**config.mk**
```make
export PLATFORM = sky130hd
export DESIGN_NAME = bal_seq
export DESIGN_NICKNAME = d
export VERILOG_FILES = /design/src/rtl/bal_seq.sv
export SDC_FILE = /design/constraint.sdc
export NUM_CORES = 1
export LEC_CHECK = 0
export ABC_CLOCK_PERIOD_IN_PS = 1800
export BUFFER_PORTS_ARGS = -buffer_cell sky130_fd_sc_hd__buf_2
export CAP_MARGIN = 10
export CORE_UTILIZATION = 47
export DETAILED_ROUTE_END_ITERATION = 6
export GPL_TIMING_DRIVEN = 0
export PLACE_DENSITY_LB_ADDON = 0.25
export SLEW_MARGIN = 20
export SYNTH_ARGS = -nofsm -noshare
export SYNTH_HDL_FRONTEND = slang
export SYNTH_SLANG_ARGS = --single-unit
```
**constraint.sdc**
```tcl
create_clock -name clk -period 1.8 [get_ports clk]
set_input_delay 0.09 -clock clk [delete_from_list [all_inputs] [get_ports clk]]
set_output_delay 0.09 -clock clk [all_outputs]
set_load 0.01 [all_outputs]
```
**src/rtl/bal_seq.sv**
```systemverilog
// Power/balance sequencer: gates pwr_up to the balance controller and drives the alarm outputs.
// Optional vld watchdog enabled by defining BAL_SEQ_WDOG_EN.
module bal_seq #(
    parameter bit          fast_sim    = 1'b1,
    parameter int unsigned SETTLE_SMPL = 64,
    parameter logic [15:0] PTCH_LIM    = 16'h0200,
    parameter int unsigned TF_SMPL     = 4
) (
    input  logic        clk,
    input  logic        rst_n,
    input  logic        pwr_cmd,
    input  logic        vld,
    input  logic [15:0] ptch,
    input  logic        rider_off,
    input  logic        too_fast,
    input  logic        batt_low,
    output logic        pwr_up,
    output logic        alarm_too_fast,
    output logic        alarm_batt,
    output logic        fault,
    output logic [2:0]  state
);

    typedef enum logic [2:0] {
        OFF    = 3'd0,
        SETTLE = 3'd1,
        RUN    = 3'd2,
        SHUTDN = 3'd3,
        FAULT  = 3'd4
    } state_t;

    localparam logic [7:0] SETTLE_TOP = 8'(SETTLE_SMPL);
    localparam logic [3:0] TF_TOP     = 4'(TF_SMPL);

    state_t      state_q, state_d;
    logic [7:0]  settle_q, settle_d;
    logic [7:0]  settle_inc;
    logic [3:0]  tf_q, tf_d;
    logic [15:0] ptch_abs;
    logic        in_lim;
    logic        wd_timeout;

    function automatic logic bal_active(input state_t s);
        return (s == RUN) || (s == SHUTDN);
    endfunction

    assign state = state_q;

    // -32768 has no positive counterpart in 16 bits, so it saturates to 32767
    always_comb begin
        ptch_abs = ptch;
        if (ptch[15])
            ptch_abs = (ptch == 16'h8000) ? 16'h7FFF : (~ptch + 16'd1);
    end

    assign in_lim     = (ptch_abs < PTCH_LIM);
    assign settle_inc = settle_q + 8'd1;

`ifdef BAL_SEQ_WDOG_EN
    localparam logic [19:0] WD_TOP = fast_sim ? 20'd1023 : 20'hFFFFF;

    logic        wd_live;
    logic [19:0] wd_q, wd_d;

    assign wd_live    = (state_q == SETTLE) || bal_active(state_q);
    assign wd_timeout = wd_live && !vld && (wd_q == WD_TOP);

    // Restarts on every vld and whenever a supervised state is (re)entered from OFF/FAULT
    always_comb begin
        wd_d = '0;
        if (wd_live && ((state_d == SETTLE) || bal_active(state_d)) && !vld)
            wd_d = wd_q + 20'd1;
    end

    always_ff @(posedge clk or negedge rst_n) begin
        if (!rst_n) begin
            wd_q  <= '0;
            fault <= 1'b0;
        end else begin
            wd_q  <= wd_d;
            fault <= (state_d == FAULT);
        end
    end
`else
    assign wd_timeout = 1'b0;
    assign fault      = 1'b0;
`endif

    always_comb begin
        state_d = state_q;
        case (state_q)
            OFF: begin
                if (pwr_cmd)
                    state_d = SETTLE;
            end
            SETTLE: begin
                if (wd_timeout)
                    state_d = FAULT;
                else if (!pwr_cmd)
                    state_d = OFF;
                else if (vld && in_lim && (settle_inc == SETTLE_TOP))
                    state_d = RUN;
            end
            RUN: begin
                if (wd_timeout)
                    state_d = FAULT;
                else if (!pwr_cmd)
                    state_d = rider_off ? OFF : SHUTDN;
                else if (batt_low && rider_off)
                    state_d = OFF;
            end
            SHUTDN: begin
                if (wd_timeout)
                    state_d = FAULT;
                else if (rider_off)
                    state_d = OFF;
                else if (pwr_cmd)
                    state_d = RUN;
            end
            FAULT: begin
                if (!pwr_cmd)
                    state_d = OFF;
            end
            default: state_d = OFF;
        endcase
    end

    always_comb begin
        settle_d = '0;
        if ((state_q == SETTLE) && (state_d == SETTLE)) begin
            settle_d = settle_q;
            if (vld)
                settle_d = in_lim ? settle_inc : '0;
        end
    end

    always_comb begin
        tf_d = '0;
        if (bal_active(state_q) && bal_active(state_d)) begin
            tf_d = tf_q;
            if (vld)
                tf_d = !too_fast ? '0 : ((tf_q == TF_TOP) ? tf_q : tf_q + 4'd1);
        end
    end

    always_ff @(posedge clk or negedge rst_n) begin
        if (!rst_n) begin
            state_q        <= OFF;
            settle_q       <= '0;
            tf_q           <= '0;
            pwr_up         <= 1'b0;
            alarm_too_fast <= 1'b0;
            alarm_batt     <= 1'b0;
        end else begin
            state_q        <= state_d;
            settle_q       <= settle_d;
            tf_q           <= tf_d;
            pwr_up         <= bal_active(state_d);
            alarm_too_fast <= bal_active(state_d) && (tf_d == TF_TOP);
            alarm_batt     <= batt_low && bal_active(state_d);
        end
    end

endmodule

```
==> metrics.yaml <==
power:
  pwr_density_cell_nw_per_um2: 446
  vdd_ir_drop_max_v: 0.000492
  power.leakage_nw: 0.716
die:
  die_w_um: 52.9
  die_area_sq_um: 2800
  core_area_sq_um: 2450
  io_pins: 30
  fp.dieH_um: 52.9
  start_util: 0.497
  row_count: 18
logic_synthesis:
  synth_area_leaders: "dfrtp_1, nand2_1, ha_1"
  async_flop_share: 1.00
  synth_top_family_by_area: "simple AND/OR/NAND/NOR gates"
  synth_mux_area_frac: 0.00821
  synthSimpleGateAreaFrac: 0.317
  synth.net_count: 167
  yosys_warnings: 0
  synth_edf_count: 0
  yosysTopAreaCellShare: 0.369
  synthAdderAreaFrac: 0.0410
  ys_seq_elements: 18
  syn-cell-area_sq_um: 1220
  synth-main-ff-cell: "dfrtp_1"
  avgSynthCellArea_sq_um: 8.71
  synth_compound_area_frac: 0.189
  post-synth-top-area-cell: "dfrtp_1"
  ys_seq_area_frac: 0.369
  ys_types: 49
  netlist_instances: 140
  synth-xor-area-share: 0.0359
critical_path:
  r2r_cells: 7
  arrival_ps: 2020
  path_max_fanout: 5
  required_ps: 1980
  path_class: "reg -> reg"
  critPathLaunchType: "flip-flop"
  crit_path_end_kind: "flip-flop"
  timing.rr.end: "state[0]$_DFF_PN0_"
  rrSetupSlack_ps: -40
  r2r-start: "settle_q[0]$_DFFE_PN0P_"
routing:
  dr_total_vias: 1166
  dr.pass1.iters: 4
  viasPerCell: 5.63
  drt_iter0_markers: 26
  wl_um: 2750
  detail-route-antenna-nets: 0
  drc_errors: 0
  wl_per_cell_um: 13.3
timing:
  fin_skew_ps: 2.89
  hold_ws_ps: 81.6
  hold_violations: 0
  setup_slack_ps: -41.9
  period_share: 1.02
  slew_violations: 0
  rsz0062_at_grt: "true"
  timing.setup.tns_ps: -45.4
  fmax_ghz: 0.543
  post-route-min-period_ps: 1840
  setup_viol: 2
run_status:
  status: "finished with violations"
  violations: "setup timing"
finish:
  final_core_util: 0.649
  diodes: 0
  drive_gt1_frac: 0.379
  nets: 205
  synthToLayoutAreaGrowth_pct: 30.6
job:
  drv_cap: 0
global_route:
  grt_pass1_wl_um: 4220
  grt_pass1_vias: 1025
  grt_max_degree: 19
  grt_overflow_total: 0
  antenna_found_initial: 0
  grt_usage: 0.210
clocking:
  htree_num_levels: 1
  cts-root-buf: "clkbuf_4"
  path_clk_slew_ps: 100
  cts.sinks: 18
  clk_latency_ps: 290
  cts_tree: "yes"
  clockBufferDepth: 2
  cts-buffers-inserted: 3
placement:
  gp_congestion: 0.803
  io_buffers: 27
  dp_hpwl_um: 1950
worst_hold_path:
  hold_path.startpoint: "batt_low"
  hp-class: "in -> reg"
  worstHoldEndpoint: "alarm_batt$_DFF_PN0_"
  holdPathStages: 3
[how the worst max path moves through the flow]
stage / from / end / slack, ps / depth (start not counted)
final: settle_q[0]$_DFFE_PN0P_ / state[0]$_DFF_PN0_ / -40 / 7
after detailed placement: ptch[3] / settle_q[0]$_DFFE_PN0P_ / -290 / 7
after CTS: settle_q[0]$_DFFE_PN0P_ / state[0]$_DFF_PN0_ / -30 / 7
after floorplan: ptch[7] / settle_q[0]$_DFFE_PN0P_ / -40 / 6
after global routing: settle_q[0]$_DFFE_PN0P_ / alarm_batt$_DFF_PN0_ / -110 / 6
after global placement: ptch[3] / settle_q[0]$_DFFE_PN0P_ / -290 / 7
[report_power, final]
group | leakage (nW) | internal [mW] | switching [mW]
clock network | 0.0150 | 0.0863 | 0.126
registers | 0.243 | 0.405 | 0.00164
logic | 0.458 | 0.0373 | 0.0534
[per-layer routing]
metal / GRT usage / routed length [um]
met1: 0.238 / 1190
met4: 0.0614 / 10
met5: 0 / 0
met3: 0.0603 / 114
met2: 0.378 / 1440
[Yosys cell counts, drive strengths merged, types with 2 or more instances]
cell,instances
nor4,3
inv,7
nor2b,3
nor3b,2
nor2,10
xor2,3
nand2b,3
or4,2
or3,4
and3,3
nand2,18
ha,4
and2,2
or2,2
o21ai,9
buf,2
a21o,2
nand4,2
a311oi,2
nor3,7
a2111oi,3
clkbuf,2
a21oi,7
nand3,4
xnor2,2
dfrtp,18
[flip-flops by register name, summed over array words and instances, names as in the netlist]
name	cells
state	3
alarm_too_fast	1
tf_q	4
alarm_batt	1
pwr_up	1
settle_q	8
[per-stage QoR]
step           power (mW)  cells  worst slack [ps]  cell area (sq um)
6_report            0.710    207             -41.9               1590
5_1_grt             0.740    207              -106               1590
4_1_cts             0.710    206             -31.8               1500
3_5_place_dp        0.499    197              -294               1410
3_3_place_gp        0.496    197              -292               1410
2_1_floorplan       0.453    140             -36.6               1230
[cell type report]
| cell class | instances | area (sq um) |
|---|---|---|
| timing repair buffer | 34 | 190 |
| buffer | 3 | 25.0 |
| inverter | 7 | 26.3 |
| multi-input combinational | 111 | 832 |
| sequential | 18 | 455 |
| clock buffer | 4 | 26.3 |
| tap | 30 | 37.5 |
| fill | 201 | 862 |
[cells in the final DEF, fill, tap and decap left out, types with 3 or more instances in the layout]
master,Yosys,layout
buf_2,0,27
nand2_1,18,16
dfrtp_1,18,14
nor2_1,10,9
inv_1,7,7
buf_4,1,7
a21oi_1,7,6
nor3_1,5,5
o21ai_1,6,4
dfrtp_2,0,4
or3_1,4,3
o21ai_0,3,3
nand2b_1,3,3
and3_1,3,3
nor2b_1,3,3
ha_1,4,3
clkbuf_4,0,3
[worst max-delay path: stages, from the launching register on]
cell and delay (ps):
dfrtp_2 440, ha_4 180, nand2_2 50, or3_4 340, xor2_2 160, or2_4 270, nor3_4 170, a31oi_1 120
[timing repair]
item	4_1_cts	5_1_grt
hold buffers	1	0
buffers inserted	5	1
gates resized for setup	5	18
setup endpoints to repair	4	12
endpoints found under the hold margin	18	0
pin swaps	5	1
[kinds of logic (layout without fill, tap and decap cells)]
group                      Yosys count  count (layout)
buffers and inverters               11              48
xor gates and xnor gates             5               5
DFF                                 18              18
muxes                                1               1
AOI/OAI and AO/OA                   32              32
and+or+nand+nor                     68              68
other                                1               1
adders and majority gates            4               4
No activity file was read; power rests on OpenSTA's default activity.
